<file path="config.mk">
export PLATFORM = sky130hd
export DESIGN_NAME = pci_initiator_ctrl_flat
export DESIGN_NICKNAME = d
export VERILOG_FILES = /design/src/rtl/pci_initiator_ctrl_if.sv /design/src/rtl/pci_initiator_ctrl.sv /design/src/flat_wrapper.sv
export SDC_FILE = /design/constraint.sdc
export NUM_CORES = 1
export LEC_CHECK = 0
export BUFFER_PORTS_ARGS = -buffer_cell sky130_fd_sc_hd__buf_2
export CORE_ASPECT_RATIO = 0.8
export CORE_MARGIN = 10
export CORE_UTILIZATION = 40
export CTS_BUF_LIST = sky130_fd_sc_hd__clkbuf_8
export DETAILED_ROUTE_END_ITERATION = 8
export PLACE_DENSITY = 0.7
export SLEW_MARGIN = 20
export SYNTH_ARGS = -nofsm -noshare
export SYNTH_HDL_FRONTEND = slang
export SYNTH_SLANG_ARGS = --single-unit
</file>
<file path="constraint.sdc">
create_clock -name clk -period 2.1 [get_ports clk]
set_clock_uncertainty 0.15 [all_clocks]
set_input_delay 0.21 -clock clk [delete_from_list [all_inputs] [get_ports clk]]
set_output_delay 0.21 -clock clk [all_outputs]
set_load 0.02 [all_outputs]
</file>
<file path="src/rtl/pci_initiator_ctrl_if.sv">
// PCI bus-side signal bundle for the initiator sequencer.
// master: the initiator drives REQ#/FRAME#/IRDY#/C/BE#/AD and samples GNT#/DEVSEL#/TRDY#/AD.
// slave:  the arbiter/target side of the same wires.
interface pci_initiator_ctrl_if;
  logic        gnt_n;
  logic        devsel_n;
  logic        trdy_n;
  logic [31:0] ad_in;
  logic        req_n;
  logic        frame_n;
  logic        irdy_n;
  logic [3:0]  cbe;
  logic [31:0] ad_out;
  logic        ad_oe;

  modport master (
    input  gnt_n, devsel_n, trdy_n, ad_in,
    output req_n, frame_n, irdy_n, cbe, ad_out, ad_oe
  );

  modport slave (
    output gnt_n, devsel_n, trdy_n, ad_in,
    input  req_n, frame_n, irdy_n, cbe, ad_out, ad_oe
  );
endinterface

</file>
<file path="src/rtl/pci_initiator_ctrl.sv">
// PCI initiator transaction sequencer: arbitrates for the bus, drives the
// address phase, counts data phases and reports completion or master abort.
// Every output comes straight from a flop; the output process computes the
// next value of each output register alongside the next state.
module pci_initiator_ctrl #(
  parameter int         DEVSEL_TIMEOUT = 5,
  parameter logic [3:0] CMD_READ       = 4'b0110,
  parameter logic [3:0] CMD_WRITE      = 4'b0111
) (
  input  logic                     clk,
  input  logic                     rst_n,
  input  logic                     start,
  input  logic                     rw,
  input  logic [31:0]              addr,
  input  logic [3:0]               data_num,
  input  logic [3:0]               be,
  input  logic [31:0]              wr_data,
  pci_initiator_ctrl_if.master     bus,
  output logic                     wr_pop,
  output logic [31:0]              rd_data,
  output logic                     rd_valid,
  output logic                     busy,
  output logic                     done,
  output logic                     abort
);

  localparam int CNT_W = $clog2(DEVSEL_TIMEOUT + 1);

  typedef enum logic [2:0] {
    S_IDLE, S_REQ, S_ADDR, S_TURN, S_DATA, S_ABORT, S_END
  } state_t;

  state_t r_state, w_state_nxt;

  // Latched request and transaction bookkeeping
  logic             r_rw, w_rw;
  logic [31:0]      r_addr, w_addr;
  logic [3:0]       r_be, w_be;
  logic [3:0]       r_rem, w_rem;
  logic [CNT_W-1:0] r_dcnt, w_dcnt;
  logic             r_dev_seen, w_dev_seen;

  // Output registers and their next values
  logic        r_req_n, w_req_n;
  logic        r_frame_n, w_frame_n;
  logic        r_irdy_n, w_irdy_n;
  logic [3:0]  r_cbe, w_cbe;
  logic [31:0] r_ad_out, w_ad_out;
  logic        r_ad_oe, w_ad_oe;
  logic        r_wr_pop, w_wr_pop;
  logic [31:0] r_rd_data, w_rd_data;
  logic        r_rd_valid, w_rd_valid;
  logic        r_busy, w_busy;
  logic        r_done, w_done;
  logic        r_abort, w_abort;

  // DEVSEL# is tracked from the cycle after ADDR; a transfer needs IRDY# and TRDY# both low.
  logic w_on_bus, w_dev_ok, w_timeout, w_xfer, w_last;
  assign w_on_bus  = (r_state == S_TURN) || (r_state == S_DATA);
  assign w_dev_ok  = r_dev_seen || !bus.devsel_n;
  assign w_timeout = w_on_bus && !w_dev_ok && (r_dcnt == CNT_W'(DEVSEL_TIMEOUT - 1));
  assign w_xfer    = (r_state == S_DATA) && !r_irdy_n && !bus.trdy_n && !w_timeout;
  assign w_last    = w_xfer && (r_rem == 4'd1);

  // State and every registered output/bookkeeping value, cleared asynchronously
  always_ff @(posedge clk or negedge rst_n) begin
    if (!rst_n) begin
      r_state    <= S_IDLE;
      r_rw       <= 1'b0;
      r_addr     <= '0;
      r_be       <= '0;
      r_rem      <= '0;
      r_dcnt     <= '0;
      r_dev_seen <= 1'b0;
      r_req_n    <= 1'b1;
      r_frame_n  <= 1'b1;
      r_irdy_n   <= 1'b1;
      r_cbe      <= '0;
      r_ad_out   <= '0;
      r_ad_oe    <= 1'b0;
      r_wr_pop   <= 1'b0;
      r_rd_data  <= '0;
      r_rd_valid <= 1'b0;
      r_busy     <= 1'b0;
      r_done     <= 1'b0;
      r_abort    <= 1'b0;
    end else begin
      r_state    <= w_state_nxt;
      r_rw       <= w_rw;
      r_addr     <= w_addr;
      r_be       <= w_be;
      r_rem      <= w_rem;
      r_dcnt     <= w_dcnt;
      r_dev_seen <= w_dev_seen;
      r_req_n    <= w_req_n;
      r_frame_n  <= w_frame_n;
      r_irdy_n   <= w_irdy_n;
      r_cbe      <= w_cbe;
      r_ad_out   <= w_ad_out;
      r_ad_oe    <= w_ad_oe;
      r_wr_pop   <= w_wr_pop;
      r_rd_data  <= w_rd_data;
      r_rd_valid <= w_rd_valid;
      r_busy     <= w_busy;
      r_done     <= w_done;
      r_abort    <= w_abort;
    end
  end

  // Next-state selection
  always_comb begin
    w_state_nxt = r_state;
    case (r_state)
      S_IDLE:  if (start && (data_num != 4'd0)) w_state_nxt = S_REQ;
      S_REQ:   if (!bus.gnt_n) w_state_nxt = S_ADDR;
      S_ADDR:  w_state_nxt = r_rw ? S_DATA : S_TURN;
      S_TURN:  w_state_nxt = w_timeout ? S_ABORT : S_DATA;
      S_DATA:  if (w_timeout) w_state_nxt = S_ABORT;
               else if (w_last) w_state_nxt = S_END;
      S_ABORT: w_state_nxt = S_END;
      S_END:   w_state_nxt = S_IDLE;
      default: w_state_nxt = S_IDLE;
    endcase
  end

  // Next values of outputs and bookkeeping; anything not assigned holds (wait states)
  always_comb begin
    w_rw       = r_rw;
    w_addr     = r_addr;
    w_be       = r_be;
    w_rem      = r_rem;
    w_dcnt     = r_dcnt;
    w_dev_seen = r_dev_seen;
    w_req_n    = r_req_n;
    w_frame_n  = r_frame_n;
    w_irdy_n   = r_irdy_n;
    w_cbe      = r_cbe;
    w_ad_out   = r_ad_out;
    w_ad_oe    = r_ad_oe;
    w_rd_data  = r_rd_data;
    w_busy     = r_busy;
    w_wr_pop   = 1'b0;
    w_rd_valid = 1'b0;
    w_done     = 1'b0;
    w_abort    = 1'b0;

    if (w_on_bus) begin
      w_dev_seen = w_dev_ok;
      if (!w_dev_ok) w_dcnt = r_dcnt + CNT_W'(1);
    end

    case (r_state)
      S_IDLE: begin
        if (start && (data_num != 4'd0)) begin
          w_rw    = rw;
          w_addr  = addr;
          w_be    = be;
          w_rem   = data_num;
          w_busy  = 1'b1;
          w_req_n = 1'b0;
        end
      end
      S_REQ: begin
        if (!bus.gnt_n) begin
          w_frame_n = 1'b0;
          w_ad_out  = r_addr;
          w_ad_oe   = 1'b1;
          w_cbe     = r_rw ? CMD_WRITE : CMD_READ;
          w_req_n   = 1'b1;
        end
      end
      S_ADDR: begin
        w_cbe      = r_be;
        w_irdy_n   = 1'b0;
        w_dcnt     = '0;
        w_dev_seen = 1'b0;
        if (r_rw) begin
          w_ad_out = wr_data;
          w_ad_oe  = 1'b1;
          // single-phase write: the first data phase is already the last one
          if (r_rem == 4'd1) w_frame_n = 1'b1;
        end else begin
          w_ad_oe = 1'b0;
        end
      end
      S_TURN: begin
        if (w_timeout) begin
          w_frame_n = 1'b1;
          w_ad_oe   = 1'b0;
        end else if (r_rem == 4'd1) begin
          w_frame_n = 1'b1;
        end
      end
      S_DATA: begin
        if (w_timeout) begin
          w_frame_n = 1'b1;
          w_ad_oe   = 1'b0;
        end else if (w_xfer) begin
          if (r_rem != 4'd0) w_rem = r_rem - 4'd1;
          if (r_rw) begin
            w_wr_pop = 1'b1;
            if (!w_last) w_ad_out = wr_data;
          end else begin
            w_rd_data  = bus.ad_in;
            w_rd_valid = 1'b1;
          end
          if (w_last) begin
            w_frame_n = 1'b1;
            w_irdy_n  = 1'b1;
            w_ad_oe   = 1'b0;
            w_cbe     = '0;
            w_busy    = 1'b0;
            w_done    = 1'b1;
          end else if (r_rem == 4'd2) begin
            w_frame_n = 1'b1;
          end
        end
      end
      S_ABORT: begin
        w_frame_n = 1'b1;
        w_irdy_n  = 1'b1;
        w_ad_oe   = 1'b0;
        w_cbe     = '0;
        w_busy    = 1'b0;
        w_abort   = 1'b1;
      end
      default: ;
    endcase
  end

  assign bus.req_n   = r_req_n;
  assign bus.frame_n = r_frame_n;
  assign bus.irdy_n  = r_irdy_n;
  assign bus.cbe     = r_cbe;
  assign bus.ad_out  = r_ad_out;
  assign bus.ad_oe   = r_ad_oe;
  assign wr_pop      = r_wr_pop;
  assign rd_data     = r_rd_data;
  assign rd_valid    = r_rd_valid;
  assign busy        = r_busy;
  assign done        = r_done;
  assign abort       = r_abort;

endmodule

</file>
<file path="src/flat_wrapper.sv">
// flat-port wrapper written by rule: the top's interface ports become plain ports
module pci_initiator_ctrl_flat 
#(
  parameter int         DEVSEL_TIMEOUT = 5,
  parameter logic [3:0] CMD_READ       = 4'b0110,
  parameter logic [3:0] CMD_WRITE      = 4'b0111
)
  (clk, rst_n, start, rw, addr, data_num, be, wr_data, wr_pop, rd_data, rd_valid, busy, done, abort, bus_gnt_n, bus_devsel_n, bus_trdy_n, bus_ad_in, bus_req_n, bus_frame_n, bus_irdy_n, bus_cbe, bus_ad_out, bus_ad_oe);
  pci_initiator_ctrl_if bus_i ();
  input  logic clk;
  input  logic rst_n;
  input  logic start;
  input  logic rw;
  input  logic [31:0] addr;
  input  logic [3:0] data_num;
  input  logic [3:0] be;
  input  logic [31:0] wr_data;
  output logic wr_pop;
  output logic [31:0] rd_data;
  output logic rd_valid;
  output logic busy;
  output logic done;
  output logic abort;
  input wire logic [$bits(bus_i.gnt_n)-1:0] bus_gnt_n;
  input wire logic [$bits(bus_i.devsel_n)-1:0] bus_devsel_n;
  input wire logic [$bits(bus_i.trdy_n)-1:0] bus_trdy_n;
  input wire logic [$bits(bus_i.ad_in)-1:0] bus_ad_in;
  output wire logic [$bits(bus_i.req_n)-1:0] bus_req_n;
  output wire logic [$bits(bus_i.frame_n)-1:0] bus_frame_n;
  output wire logic [$bits(bus_i.irdy_n)-1:0] bus_irdy_n;
  output wire logic [$bits(bus_i.cbe)-1:0] bus_cbe;
  output wire logic [$bits(bus_i.ad_out)-1:0] bus_ad_out;
  output wire logic [$bits(bus_i.ad_oe)-1:0] bus_ad_oe;
  assign bus_i.gnt_n = bus_gnt_n;
  assign bus_i.devsel_n = bus_devsel_n;
  assign bus_i.trdy_n = bus_trdy_n;
  assign bus_i.ad_in = bus_ad_in;
  assign bus_req_n = bus_i.req_n;
  assign bus_frame_n = bus_i.frame_n;
  assign bus_irdy_n = bus_i.irdy_n;
  assign bus_cbe = bus_i.cbe;
  assign bus_ad_out = bus_i.ad_out;
  assign bus_ad_oe = bus_i.ad_oe;
  pci_initiator_ctrl #(.DEVSEL_TIMEOUT(DEVSEL_TIMEOUT), .CMD_READ(CMD_READ), .CMD_WRITE(CMD_WRITE)) u_core (.clk(clk), .rst_n(rst_n), .start(start), .rw(rw), .addr(addr), .data_num(data_num), .be(be), .wr_data(wr_data), .bus(bus_i), .wr_pop(wr_pop), .rd_data(rd_data), .rd_valid(rd_valid), .busy(busy), .done(done), .abort(abort));
endmodule
</file>
# Word-level counts from Yosys, hierarchy flattened
# Cells that the tools add are included.
[op_classes]
div = 0
n_reduce_logical = 37
mux = 67
bitwise_logic = 2
multipliers = 0
magnitude_cmp = 0
eq_ne = 22
add_sub_neg = 2
shift = 0
[ops]
columns = ["cell", "n"]
rows = [
  ["32-bit two-way mux", 6],
  ["32-bit one-hot mux with 3 select lines", 1],
  ["1-bit two-way mux", 36],
  ["4-bit two-way mux", 8],
  ["5-bit AND reduction", 5],
  ["3-bit two-way mux", 8],
  ["3-bit one-hot mux with 6 select lines", 1],
  ["4-bit one-hot mux with 4 select lines", 1],
  ["2-bit by 1-bit != test with 1-bit output (second input constant)", 6],
  ["4-bit nonzero test", 3],
  ["2-bit != test (second input constant)", 5],
  ["1-bit one-hot mux with 5 select lines", 2],
  ["3-bit == test (second input constant)", 3],
  ["3-bit nonzero test", 3],
  ["4-bit one-hot mux with 2 select lines", 1],
  ["4-bit AND reduction", 2],
  ["1-bit logical AND", 7],
  ["7-bit AND reduction", 1],
  ["3-bit by 2-bit == test with 1-bit output (second input constant)", 2],
  ["3-bit by 1-bit != test with 1-bit output (second input constant)", 2],
  ["1-bit one-hot mux with 3 select lines", 2],
  ["3-bit AND reduction", 2],
  ["2-bit nonzero test", 3],
  ["1-bit zero test", 5],
  ["12 further kinds", 15],
]
[word_totals]
elab_cells = 149
inputBits = 111
mem_bits_rw = 0
mem_bits_ro = 0
reg_bits = 125
memories = 0
latch_bits = 0
out_inout_bits = 77

# Logic depth before layout (Yosys ltp)
[logic_depth]
word_depth = 13
depth_mapped = 7
ltp_nobuf = 6

# Worst setup path before layout
# OpenSTA, ideal clock, no wires.
[synth_timing]
kind = "reg2reg"
start = "reg u_core.r_rem[1]"
end = "reg u_core.r_ad_out[0] (netlist: u_core.bus.ad_out[0])"
arrival_time_ns = 1.979
t_required_ns = 1.825
setup_slack_ns = -0.154
setup_time_ns = 0.125
path_stages_with_launch = 8
path_buffers = 1
period_less_slack_ns = 2.254
cell_sequence = "dfrtp_1 inv_1 ha_1 nor3b_2 or4b_4 o21ai_4 buf_6 mux2_2"
[synth_between]
elab_chain_len = 4
[synth_rtl]
columns = ["element", "line_no", "rtl"]
rows = [
  ["start: declaration", "pci_initiator_ctrl.sv:39", "logic [3:0] r_rem, w_rem;"],
  ["start signal: assignment", "pci_initiator_ctrl.sv:92", "r_rem <= w_rem;"],
  ["4-bit by 1-bit == test with 1-bit output", "pci_initiator_ctrl.sv:63", "assign w_last = w_xfer && (r_rem == 4'd1);"],
  ["1-bit logical AND", "pci_initiator_ctrl.sv:63", ""],
  ["2-bit != test (no line)", "--", ""],
  ["7-bit AND reduction (no line)", "--", ""],
  ["end signal: assignment", "pci_initiator_ctrl.sv:99", "r_ad_out <= w_ad_out;"],
  ["end: declaration", "pci_initiator_ctrl.sv:48", "logic [31:0] r_ad_out, w_ad_out;"],
]
# No other way between the ends.
# A chain may end at the register's enable or synchronous reset.

# Final worst setup path
[layout_timing]
start = "reg u_core.r_rem[1]"
end = "reg u_core.r_ad_out[19] (netlist: u_core.bus.ad_out[19])"
# Same word-level chain as after synthesis.

==> flow_metrics.py <==
metrics = {
    "timing": {
        "finalHoldViolCount": 0,
        "fmax_mhz": 431.4,
        "fin_crit_sh_pct": 110.4,
        "setup_viol": 32,
        "slew_violations": 0,
        "finalCriticalPeriod_ns": 2.318,
        "fin_ws_ns": -0.2179,
        "max_slew.worst_pin.slew_ns": 0.5493,
        "setup_tns_ns": -6.030,
        "fin_hold_ws_ns": 0.03206,
        "rsz0062_at_grt": "true",
        "slew_headroom_pct": 63.38,
    },
    "yosys": {
        "ys_ff_latch": 125,
        "synthArstFlopShare_pct": 100.0,
        "netlist_instances": 407,
        "synth-edff-count": 0,
        "synth_cell_types": 52,
        "yosysWarningCount": 0,
        "seq_area_frac_synth_pct": 55.73,
        "syn_nets": 524,
        "syn-mean-instance-area_um2": 13.81,
        "netlist_area_um2": 5619,
        "synth_ff_type": "dfrtp_1",
    },
    "die": {
        "core_um2": 13650,
        "pin_count": 188,
        "fp.dieH_um": 126.0,
        "rows": 38,
        "dieArea_um2": 19220,
        "initial_utilization_pct": 41.18,
        "die_x_um": 152.5,
    },
    "power": {
        "power.leakage_nw": 4.207,
        "pwr-share-comb_pct": 52.5,
        "powerDensity_nw_per_um2": 1510,
        "p_switching_mw": 5.108,
        "pwr-share-seq_pct": 32.2,
        "p_clk_share_pct": 15.3,
        "intPower_mw": 8.277,
        "sw_frac_of_total_pct": 38.16,
        "peakVddDrop_mv": 0.8852,
    },
    "drt": {
        "firstDrtPassIters": 4,
        "dr_total_vias": 4669,
        "wl_um": 18690,
        "drt.antenna.violating_nets": 0,
        "drc_errors": 0,
        "wl_per_cell_um": 19.82,
        "drtIter0Drc": 183,
        "vias_per_cell": 4.951,
    },
    "finish": {
        "layout_common_cells": "187 x buf_2, 122 x dfrtp_1, 108 x dlygate4sd3_1",
        "fin_cells": 943,
        "area_delta_synth_final_pct": 57.74,
        "finalNetCount": 865,
        "post-route-util_pct": 64.96,
        "final_common_cell": "buf_2",
        "drive_gt1_share_pct": 55.19,
    },
    "setup_path": {
        "worst-path-max-fanout": 6,
        "endpoint": "u_core.bus.ad_out[19]",
        "crit_required_ns": 2.28,
        "arrival_ns": 2.49,
        "r2r-end": "u_core.bus.ad_out[19]",
        "reg2regPathDepth": 8,
        "path_class": "reg2reg",
        "timing.rr.start": "u_core.r_rem[1]",
        "r2r_slack_ns": -0.22,
        "start_kind": "flip-flop",
        "startpoint": "u_core.r_rem[1]",
        "worst_setup_path_end_kind": "flip-flop",
    },
    "global_routing": {
        "grt_max_degree": 46,
        "overflow": 0,
        "first_global_vias": 5317,
        "grt_pass1_wl_um": 28020,
        "use_met3_pct": 7.449,
        "top_usage_layer": "met2",
        "track_usage_pct": 17.95,
        "grt.met2_usage_pct": 30.70,
        "antenna_found_initial": 2,
        "grt.met1_usage_pct": 19.67,
    },
    "cts": {
        "h-tree-depth": 4,
        "cts_tree": "yes",
        "numCtsBuffers": 17,
        "clk_path_buf_depth": 2,
        "clk_pin_slew_worst_paths_ns": 0.08,
        "clock_latency_ns": 0.44,
        "cts.sinks": 125,
        "cts_root_buf": "clkbuf_8",
    },
    "flow_run": {
        "maxCapViolCount": 0,
    },
    "placed_design": {
        "place_ws_ns": -0.1776,
        "port-buffer-count": 187,
        "place_inst": 785,
        "place_hpwl_um": 11650,
        "place.gp.congestion": 0.8782,
    },
    "outcome": {
        "violations": "setup timing",
        "status": "complete, but fails checks",
    },
    "worst_hold_path": {
        "holdCritPathClass": "in2reg",
    },
}
==> stage by stage <==
stage / power (mW) / area (µm²)
finish: 13.39 / 8864
global route: 14.16 / 8864
CTS: 12.50 / 8481
detailed placement: 10.23 / 7008
global placement: 9.986 / 7008
floorplan: 8.146 / 5639
==> cells in the mapped netlist, drive strengths merged, types with 3 or more instances <==
| library cell | count | area, µm² |
|---|---|---|
| mux2 | 134 | 1509 |
| buf | 16 | 113.9 |
| nor3 | 5 | 25.02 |
| ha | 6 | 75.07 |
| a21o | 3 | 22.52 |
| dfrtp | 122 | 3053 |
| inv | 11 | 41.29 |
| nor2 | 15 | 58.81 |
| clkbuf | 6 | 22.52 |
| a21oi | 12 | 63.81 |
| dfstp | 3 | 78.83 |
| nand3 | 3 | 15.01 |
| o21ai | 12 | 71.32 |
| nand2b | 5 | 31.28 |
| nand2 | 10 | 37.54 |
| o22a | 4 | 35.03 |
| mux2i | 4 | 40.04 |
==> critical path, cell delays in order (launching register included) <==
cell and delay [ns]:
dfrtp_1 0.38, inv_2 0.06, ha_4 0.15, nor3b_4 0.15
or4b_4 0.50, o21ai_4 0.19, buf_12 0.15, clkbuf_16 0.17
mux2_4 0.31
==> sequential cells by signal, summed over array words and instances (netlist names), 3 cells and up <==
name and flops:
u_core.bus.cbe 4, u_core.r_rem 4, u_core.bus.ad_out 32, u_core.r_addr 32, u_core.r_dcnt 3, u_core.rd_data 32, u_core.r_state 3, u_core.r_be 4
==> what timing repair did <==
action                                 CTS  global route
hold buffers                           108             0
resized for setup                        1            42
gates cloned                             0             7
pin swaps                                0             6
buffers inserted                         0             9
setup endpoints to repair               32            60
endpoints found under the hold margin  143             0
==> routing by layer <==
layer	wire length, µm	vias to the layer above
met1	7433	2312
li1	-	2164
met5	0	-
met4	260	0
met3	1507	22
met2	9487	171
==> power by group through the flow <==
stage	Clock, mW	Combinational (mW)	Sequential (mW)
after detailed placement	0	5.96	4.27
final	2.04	7.03	4.31
after global routing	2.20	7.52	4.44
after floorplan	0	3.12	5.03
after CTS	2.10	6.15	4.25
after global placement	0	5.78	4.21
==> cell type report <==
type	count	area [µm²]
Multi-Input combinational cell	249	2496
Antenna cell	2	5.005
Clock inverter	14	133.9
Clock buffer	18	247.7
Inverter	11	41.29
Sequential cell	125	3132
Fill cell	1003	4782
Timing Repair Buffer	344	2582
Tap cell	180	225.2
==> kinds of logic after synthesis <==
kind of cell	count (synthesis)	share of synthesized area (%)
multiplexers	138	27.57
buffers and inverters	33	3.162
AO/OA/AOI/OAI	49	6.347
AND/OR/NAND/NOR	55	5.700
XOR/XNOR	1	0.1559
adder cells (fa/ha/maj)	6	1.336
flip-flops	125	55.73
==> worst min-delay path by stage <==
stage,startpoint,endpoint,slack [ns],cells past startpoint
global placement,rst_n,u_core.r_addr[11],0.06,1
CTS,data_num[3],u_core.r_rem[3],0.009,3
global route,data_num[3],u_core.r_rem[3],0.04,3
detailed placement,rst_n,u_core.r_addr[11],0.07,1
floorplan,rst_n,u_core.abort,-0.24,0
finish,data_num[3],u_core.r_rem[3],0.03,3
(Power assumes the default switching activity.)
